--- config.mk ---
export PLATFORM = sky130hd
export DESIGN_NAME = cordic_iter_ctrl
export DESIGN_NICKNAME = d
export VERILOG_FILES = /design/src/rtl/cordic_pkg.sv /design/src/rtl/cordic_microrot.sv /design/src/rtl/cordic_iter_ctrl.sv
export SDC_FILE = /design/constraint.sdc
export NUM_CORES = 1
export LEC_CHECK = 0
export CAP_MARGIN = 30
export CORE_UTILIZATION = 30
export DETAILED_ROUTE_END_ITERATION = 10
export PLACE_DENSITY_LB_ADDON = 0.25
export SKIP_CTS_REPAIR_TIMING = 1
export SLEW_MARGIN = 20
export SYNTH_ARGS = -nofsm -noshare
export SYNTH_HDL_FRONTEND = slang
export SYNTH_SLANG_ARGS = --single-unit
--- constraint.sdc ---
create_clock -name Clk -period 6.31 [get_ports Clk]
set_input_delay 0.9465 -clock Clk [delete_from_list [all_inputs] [get_ports Clk]]
set_output_delay 0.9465 -clock Clk [all_outputs]
set_load 0.01 [all_outputs]
--- src/rtl/cordic_pkg.sv ---
// Shared widths, constants and FSM state type for the CORDIC rotation sequencer.
package cordic_pkg;

  localparam int ANGLE_W = 32;
  localparam int ADDR_W  = 5;
  localparam int DATA_W  = 34;

  localparam logic [ANGLE_W-1:0] ANGLE_90 = 32'h4000_0000;

  typedef enum logic [1:0] {
    IDLE,
    PRIME,
    ITER
  } state_t;

  function automatic logic [DATA_W-1:0] sext(input logic [ANGLE_W-1:0] v);
    return {{(DATA_W-ANGLE_W){v[ANGLE_W-1]}}, v};
  endfunction

endpackage

--- src/rtl/cordic_microrot.sv ---
// One CORDIC rotation-mode micro-rotation: shift, add/subtract and angle update, purely combinational.
module cordic_microrot
  import cordic_pkg::*;
(
  input  logic signed [DATA_W-1:0]  x,
  input  logic signed [DATA_W-1:0]  y,
  input  logic        [ANGLE_W-1:0] z,
  input  logic        [ADDR_W-1:0]  i,
  input  logic        [ANGLE_W-1:0] atan,
  output logic signed [DATA_W-1:0]  x_next,
  output logic signed [DATA_W-1:0]  y_next,
  output logic        [ANGLE_W-1:0] z_next
);

  logic signed [DATA_W-1:0] x_sh;
  logic signed [DATA_W-1:0] y_sh;

  always_comb begin
    x_sh = x >>> i;
    y_sh = y >>> i;
    // A negative residual angle (d = -1) rotates clockwise.
    if (z[ANGLE_W-1]) begin
      x_next = x + y_sh;
      y_next = y - x_sh;
      z_next = z + atan;
    end else begin
      x_next = x - y_sh;
      y_next = y + x_sh;
      z_next = z - atan;
    end
  end

endmodule

--- src/rtl/cordic_iter_ctrl.sv ---
// CORDIC rotation-mode sequencer: load, prime the synchronous atan ROM, iterate, pulse Done.
// Optional CORDIC_QUADRANT_EN adds a +/-90 degree pre-rotation on Start for full-circle input.
module cordic_iter_ctrl
  import cordic_pkg::*;
#(
  parameter int ITERATIONS = 24
) (
  input  logic               Clk,
  input  logic               Rst_n,
  input  logic               Start,
  input  logic [ANGLE_W-1:0] Xin,
  input  logic [ANGLE_W-1:0] Yin,
  input  logic [ANGLE_W-1:0] Zin,
  output logic               Busy,
  output logic               Done,
  output logic [DATA_W-1:0]  Xout,
  output logic [DATA_W-1:0]  Yout,
  output logic [ANGLE_W-1:0] Zout,
  output logic [ADDR_W-1:0]  Rom_Addr,
  input  logic [ANGLE_W-1:0] Rom_Data
);

  localparam logic [ADDR_W-1:0] LAST_ITER = ADDR_W'(ITERATIONS - 1);

  state_t                   state, state_next;
  logic        [ADDR_W-1:0] iter;
  logic signed [DATA_W-1:0] x_q, y_q;
  logic       [ANGLE_W-1:0] z_q;
  logic signed [DATA_W-1:0] x_nx, y_nx;
  logic       [ANGLE_W-1:0] z_nx;
  logic        [DATA_W-1:0] x_init, y_init;
  logic       [ANGLE_W-1:0] z_init;
  logic          [ADDR_W:0] addr_sum;
  logic        [ADDR_W-1:0] addr_next;
  logic                     last_iter;

  assign last_iter = (iter == LAST_ITER);

  // The address leads the iteration by two and parks on the final ROM entry.
  assign addr_sum  = {1'b0, iter} + (ADDR_W+1)'(2);
  assign addr_next = addr_sum[ADDR_W] ? '1 : addr_sum[ADDR_W-1:0];

  always_comb begin
    x_init = sext(Xin);
    y_init = sext(Yin);
    z_init = Zin;
`ifdef CORDIC_QUADRANT_EN
    case (Zin[ANGLE_W-1 -: 2])
      2'b01: begin
        x_init = -sext(Yin);
        y_init = sext(Xin);
        z_init = Zin - ANGLE_90;
      end
      2'b10: begin
        x_init = sext(Yin);
        y_init = -sext(Xin);
        z_init = Zin + ANGLE_90;
      end
      default: ;
    endcase
`endif
  end

  cordic_microrot u_microrot (
    .x      (x_q),
    .y      (y_q),
    .z      (z_q),
    .i      (iter),
    .atan   (Rom_Data),
    .x_next (x_nx),
    .y_next (y_nx),
    .z_next (z_nx)
  );

  // NOTE: sequential state uses non-blocking assignments so every flop samples pre-edge values.
  always_ff @(posedge Clk or negedge Rst_n) begin
    if (!Rst_n) state <= IDLE;
    else        state <= state_next;
  end

  always_comb begin
    // NOTE: default first so no path leaves state_next unassigned and infers a latch.
    state_next = state;
    case (state)
      IDLE:    if (Start) state_next = PRIME;
      PRIME:   state_next = ITER;
      ITER:    if (last_iter) state_next = IDLE;
      default: state_next = IDLE;
    endcase
  end

  always_comb begin
    Busy = 1'b0;
    if (state != IDLE) Busy = 1'b1;
  end

  always_ff @(posedge Clk or negedge Rst_n) begin
    if (!Rst_n) begin
      iter     <= '0;
      x_q      <= '0;
      y_q      <= '0;
      z_q      <= '0;
      Xout     <= '0;
      Yout     <= '0;
      Zout     <= '0;
      Rom_Addr <= '0;
      Done     <= 1'b0;
    end else begin
      Done <= 1'b0;
      case (state)
        IDLE: begin
          if (Start) begin
            x_q      <= x_init;
            y_q      <= y_init;
            z_q      <= z_init;
            iter     <= '0;
            Rom_Addr <= '0;
          end
        end
        PRIME: Rom_Addr <= ADDR_W'(1);
        ITER: begin
          x_q      <= x_nx;
          y_q      <= y_nx;
          z_q      <= z_nx;
          iter     <= iter + ADDR_W'(1);
          Rom_Addr <= addr_next;
          if (last_iter) begin
            Xout <= x_nx;
            Yout <= y_nx;
            Zout <= z_nx;
            Done <= 1'b1;
            iter <= '0;
          end
        end
        default: ;
      endcase
    end
  end

endmodule

## After elaboration in Yosys (flattened, before gate mapping)

Index checks and enable logic that the tools add are counted.

| storage, ports and cells | value |
|---|---|
| register bits after elaboration | 213 |
| input bits | 131 |
| output and inout port bits | 107 |
| logic and storage cells | 53 |

| cells by class | value |
|---|---|
| add/subtract/negate cells | 8 |
| equal/unequal tests | 5 |
| shift operators | 2 |
| multiplexer cells | 20 |
| reductions and logical operators | 8 |

Operators with widths:

| kind | number |
|---|---|
| 34-bit 2-to-1 mux | 4 |
| 34-bit case mux with 2 select lines | 2 |
| 34-bit adder | 2 |
| 34-bit by 5-bit >>> shifter with 34-bit output | 2 |
| 34-bit subtractor | 2 |
| 32-bit 2-to-1 mux | 2 |
| 32-bit case mux with 2 select lines | 1 |
| 32-bit adder | 1 |
| 32-bit subtractor | 1 |
| 5-bit 2-to-1 mux | 3 |
| 5-bit case mux with 3 select lines | 1 |
| 5-bit case mux with 2 select lines | 1 |
| 2-bit AND reduction | 4 |
| 5-bit by 2-bit adder with 6-bit output (second input constant) | 1 |
| 2-bit case mux with 3 select lines | 1 |
| 5-bit by 1-bit adder with 5-bit output (second input constant) | 1 |
| 5-bit equality test (second input constant) | 1 |
| 2-bit 2-to-1 mux | 2 |
| 2-bit != test (second input constant) | 2 |
| 2-bit nonzero test | 2 |
| 1-bit 2-to-1 mux | 3 |
| 3-bit nonzero test | 1 |
| 2-bit by 1-bit equality test with 1-bit output (second input constant) | 1 |
| 2-bit equality test (second input constant) | 1 |
| 2-bit zero test | 1 |

## Depth between registers and ports, before layout

| logic depth | value |
|---|---|
| word-level depth | 4 |
| mapped depth | 29 |
| gate-level depth less buffers | 23 |

## Modules after synthesis

From an unflattened synthesis, not the netlist that was laid out.

| second synthesis, totals | value |
|---|---|
| cells, all modules | 2309 |
| area, all modules | 21617.0 µm² |

By module, submodules not included:

| module | times used | cells each | area each (µm²) | seq. area each (µm²) |
|---|---|---|---|---|
| cordic_microrot | 1 | 1588 | 12152.9 | 0.0 |
| cordic_iter_ctrl | 1 | 721 | 9464.1 | 5330.1 |

## Worst setup path before layout

Ideal clock, no wire load.

| timing path | value |
|---|---|
| path kind | register -> register |
| start | reg iter[2] |
| end | reg x_q[33] |
| library setup time | 0.126 ns |
| arrival | 5.728 ns |
| required time | 6.184 ns |
| slack | 0.456 ns |
| cell stages (with the launch flop) | 30 |
| buffers on the path | 7 |
| clock period less this slack | 5.854 ns |
| cells stage by stage | dfrtp_1 -> buf_2 -> buf_4 -> buf_4 -> buf_2 -> buf_2 -> buf_4 -> mux4_2 -> mux2i_1 -> o22ai_1 -> a221oi_1 -> ha_1 -> nand4_1 -> nor3_1 -> nand3_1 -> nor3_1 -> o22a_1 -> o31ai_1 -> ha_1 -> clkbuf_1 -> a21oi_1 -> nor2b_1 -> o21ai_0 -> nand2b_1 -> a211o_1 -> nand2_1 -> o21ai_0 -> a31oi_1 -> xnor2_1 -> a221o_1 |

| on the way | value |
|---|---|
| longest elaborated chain between the ends | 4 |
| elaborated cells on any way between the ends | 5 |
| those cells by class | add/sub (2); shift (1); mux (2) |

Ends and longest elaborated chain:

| element | line | text |
|---|---|---|
| from (decl) | cordic_iter_ctrl.sv:26 | `logic [ADDR_W-1:0] iter;` |
| from (signal assigned) | cordic_iter_ctrl.sv:125 | `iter <= iter + ADDR_W'(1);` |
| 34-bit by 5-bit >>> shifter with 34-bit output (*) | cordic_microrot.sv:20 | `y_sh = y >>> i;` |
| 34-bit subtractor / 34-bit adder (equally long branches) | cordic_microrot.sv:27, cordic_microrot.sv:23 |  |
| 34-bit 2-to-1 mux (*) | cordic_microrot.sv:22 | `if (z[ANGLE_W-1]) begin` |
| 34-bit case mux with 2 select lines (*) | cordic_iter_ctrl.sv:110 | `case (state)` |
| to (signal assigned) | cordic_iter_ctrl.sv:113 | `x_q <= x_init;` |
| to (signal assigned) | cordic_iter_ctrl.sv:122 | `x_q <= x_nx;` |
| to (decl) | cordic_iter_ctrl.sv:27 | `logic signed [DATA_W-1:0] x_q, y_q;` |

Mark *: on every way between the ends. The rest lies on a longest branch, timed or not.
A chain may end at the register's enable or synchronous reset.

## Final worst setup path

| timing path | value |
|---|---|
| start | reg iter[0] |
| end | reg Yout[30] |

| on the way | value |
|---|---|
| longest elaborated chain between the ends | 3 |
| elaborated cells on any way between the ends | 6 |
| those cells by class | add/sub (2); eq/ne (1); shift (1); mux (1); reduce/logical (1) |

Ends and longest elaborated chain:

| element | line | text |
|---|---|---|
| 34-bit by 5-bit >>> shifter with 34-bit output | cordic_microrot.sv:19 | `x_sh = x >>> i;` |
| 34-bit adder / 34-bit subtractor (equally long branches) | cordic_microrot.sv:28, cordic_microrot.sv:24 |  |
| 34-bit 2-to-1 mux | cordic_microrot.sv:22 |  |
| to (signal assigned) | cordic_iter_ctrl.sv:129 | `Yout <= y_nx;` |
| to (decl) | cordic_iter_ctrl.sv:17 | `output logic [DATA_W-1:0] Yout,` |

Several ways; a longest one is shown, not always the timed one.

==> run_results.csv <==
group,metric,value,unit
outcome,outcome,"completed",
worst_setup_path,crit_path_start_kind,"flop",
yosys,warning_count_from_the_yosys_run,0,
drt,number_of_detailed_routing_iterations_run_before_antenna_repair,6,
placement,place_area,27690,um2
yosys,asyncSetResetFlopFracSynth,100.0,%
worst_setup_path,worst-path-max-fanout,6,
yosys,synth_ff_type,"sky130_fd_sc_hd__dfrtp_1",
grt,via_count_of_the_first_global_routing_pass,23094,
drt,drt_iter0_drc,2171,
grt,grt_remaining_overflow,0,
placement,dp.final_hpwl,78730,um
worst_setup_path,endpoint_kind,"flop",
clock_tree,tritoncts,"yes",
floorplan,design.portCount,238,
floorplan,fp.dieW,271.5,um
sta,clock.fmax,162.4,MHz
final_layout,layout-drive-gt1-share,21.33,%
clock_tree,cts_buffers,27,
grt,grt_util_met3,3.857,%
drt,vias_per_cell,5.700,
sta,hold_viol,0,
flow_run,max_cap_viol_count,0,
yosys,synthesized_cell_area,21800,um2
grt,grt.total_usage,26.71,%
clock_tree,h-tree-depth,1,
worst_setup_path,critPathKind,"reg -> reg",
drt,totalWireLength,101300,um
final_layout,final_core_utilization,40.26,%
floorplan,die_height,271.5,um
yosys,synth.avg_cell_area,8.197,um2
drt,wire_per_inst,24.51,um
drt,route.vias.total,23560,
sta,tightest_slew,1.003,ns
clock_tree,clk-insertion-delay-late,0.62,ns
sta,finalWorstPathRequiredPeriod,6.157,ns
grt,gr-usage-met1,37.11,%
grt,grt-busiest-layer,"met2",
sta,final.setup_skew,0.04985,ns
clock_tree,cts_buffer_depth,3,
worst_setup_path,reg2reg_slack,0.15,ns
yosys,synth.distinct_cells,93,
sta,setup-violations-final,0,
clock_tree,clkSinkCount,213,
grt,global_route_wire_length_before_repair,150300,um
floorplan,initial_core_utilization,30.39,%
yosys,synth-seq-cells,213,
grt,antenna_violations_before_repair,5,
placement,dpl.cell_count,4070,
yosys,postSynthCellCount,2659,
floorplan,core.rowCount,98,
yosys,synth_fp_nets,2898,
final_layout,synthToLayoutAreaGrowth,32.51,%
placement,gp_congestion,0.9802,
final_layout,fill_cell_instance_count_of_the_final_layout,7298,
final_layout,final_design_area_excluding_fillers,28880,um2
sta,slew_violations,0,
drt,drcViolationCount,0,
floorplan,core_area,71730,um2
grt,largest_net_degree_at_the_start_of_global_routing,104,
final_layout,n_antenna_cell,0,
placement,io_buffer_count,237,
sta,fin_ws,0.1533,ns
grt,grtUsageMet2,43.19,%
clock_tree,clock-root-buffer,"sky130_fd_sc_hd__clkbuf_16",
final_layout,finalNonFillerCells,4133,
floorplan,die_area,73730,um2
worst_setup_path,timing.critical_path.arrival,6.70,ns
sta,layout_worst_path_cycle_share,97.57,%
yosys,synth-seq-area-share,24.45,%
hold_path,timing.hold.worst.class,"in -> async",
worst_setup_path,critPathRequiredTime,6.85,ns
clock_tree,cts.clk_slew.worst_paths,0.08,ns
placement,place_worst_setup_slack,-0.1289,ns
drt,route.antenna.remaining_nets,0,
final_layout,num-nets-final,3401,
sta,slew-limit-headroom,33.14,%
yosys,synth-edff-count,0,
## registers in the layout (all words and copies together), names as in the netlist
signal / flops
Xout: 34
Yout: 34
x_q: 34
y_q: 34
Zout: 32
z_q: 32
Rom_Addr: 5
iter: 5
state: 2
Done: 1
## final timing paths
check                           cells after the start            startpoint              endpoint
worst max-delay path                               23   iter[0]$_DFFE_PN0P_  Yout[30]$_DFFE_PN0P_
worst min-delay path                                1                 Rst_n    x_q[8]$_DFFE_PN0P_
worst max register to register                     23   iter[0]$_DFFE_PN0P_  Yout[30]$_DFFE_PN0P_
worst min register to register                      2  Yout[13]$_DFFE_PN0P_  Yout[13]$_DFFE_PN0P_
max in group asynchronous                           2                 Rst_n   iter[3]$_DFFE_PN0P_
min in group Clk                                    2  Yout[13]$_DFFE_PN0P_  Yout[13]$_DFFE_PN0P_
## cell type report
class	count	area, um2	share of cell area, %
multi-input cells	2143	15270	52.88
repair buffers	658	5759	19.94
flip-flops and latches	213	5341	18.49
clock buffers	36	769.5	2.664
clock inverters	14	98.84	0.3422
inverters	119	450.4	1.560
well taps	950	1189	4.116
## cell families after synthesis
family          share of synthesized area (%)
simple gates                            17.07
compound gates                          23.81
buf+inv                                 6.343
mux                                     15.27
flops                                   24.45
xor+xnor                                6.751
fa+ha+maj                               6.303
## per-stage QoR
stage	hold slack (ns)	TNS (ns)
global route	0.3255	-0.05041
finish	0.2830	0
CTS	0.3168	-1.386
floorplan	0.4538	0
detailed placement	0.4614	-0.3253
global placement	0.4579	-0.002509
## critical path: stages, from the launching register on
cell and delay (ns):
sky130_fd_sc_hd__dfrtp_4 0.53, sky130_fd_sc_hd__buf_12 0.14, sky130_fd_sc_hd__mux2_2 0.36, sky130_fd_sc_hd__buf_4 0.16, sky130_fd_sc_hd__mux4_2 0.47, sky130_fd_sc_hd__a22oi_1 0.22
sky130_fd_sc_hd__o211ai_1 0.15, sky130_fd_sc_hd__or3_4 0.43, sky130_fd_sc_hd__nor3_2 0.18, sky130_fd_sc_hd__buf_4 0.16, sky130_fd_sc_hd__a41oi_1 0.13, sky130_fd_sc_hd__xnor2_1 0.32
sky130_fd_sc_hd__ha_1 0.32, sky130_fd_sc_hd__a21o_1 0.21, sky130_fd_sc_hd__a221o_1 0.36, sky130_fd_sc_hd__a21oi_2 0.16, sky130_fd_sc_hd__nor3b_2 0.23, sky130_fd_sc_hd__a211oi_2 0.11
sky130_fd_sc_hd__a211oi_2 0.31, sky130_fd_sc_hd__buf_4 0.18, sky130_fd_sc_hd__o211ai_1 0.16, sky130_fd_sc_hd__or4_1 0.43, sky130_fd_sc_hd__a31oi_1 0.23, sky130_fd_sc_hd__a21o_1 0.11
## cell usage in the layout (no fill, tap or decap), drive strengths merged, types with 19 or more instances in the layout
| master | instances |
|---|---|
| buf | 422 |
| nand2 | 357 |
| nor2 | 277 |
| clkdlybuf4s50 | 235 |
| dfrtp | 213 |
| a21oi | 194 |
| o21ai | 150 |
| inv | 118 |
| ha | 105 |
| a31oi | 89 |
| mux2i | 89 |
| o22ai | 86 |
| xor2 | 85 |
| mux4 | 85 |
| xnor2 | 83 |
| a21o | 51 |
| mux2 | 44 |
| clkbuf | 37 |
| nand3 | 31 |
| a211oi | 28 |
| o21a | 26 |
| nand2b | 26 |
| nor3 | 25 |
| nor2b | 19 |
## Yosys cell counts (27+ instances only)
| cell | count | share of area, % |
|---|---|---|
| sky130_fd_sc_hd__a211oi_1 | 27 | 0.93 |
| sky130_fd_sc_hd__o22ai_1 | 86 | 2.5 |
| sky130_fd_sc_hd__nor2_1 | 277 | 4.8 |
| sky130_fd_sc_hd__o21ai_0 | 150 | 3.4 |
| sky130_fd_sc_hd__mux2_2 | 44 | 2.3 |
| sky130_fd_sc_hd__a21oi_1 | 194 | 4.5 |
| sky130_fd_sc_hd__a21o_1 | 51 | 1.8 |
| sky130_fd_sc_hd__inv_1 | 116 | 2.0 |
| sky130_fd_sc_hd__xnor2_1 | 83 | 3.3 |
| sky130_fd_sc_hd__a31oi_1 | 89 | 2.6 |
| sky130_fd_sc_hd__mux4_2 | 77 | 8.0 |
| sky130_fd_sc_hd__dfrtp_1 | 213 | 24 |
| sky130_fd_sc_hd__mux2i_1 | 89 | 4.1 |
| sky130_fd_sc_hd__nand2_1 | 356 | 6.1 |
| sky130_fd_sc_hd__clkbuf_1 | 123 | 2.1 |
| sky130_fd_sc_hd__ha_1 | 105 | 6.0 |
| sky130_fd_sc_hd__xor2_1 | 85 | 3.4 |
| sky130_fd_sc_hd__nand3_1 | 30 | 0.69 |
## metal layers
metal	vias up	share of wire (%)
met1	11646	44
li1	10699	-
met4	4	2.8
met5	-	0.027
met2	1045	46
met3	166	7.7
Power is left out: the tool's default activity adds up to more than one toggle a clock period on the data nets, which glitch-free logic cannot reach.
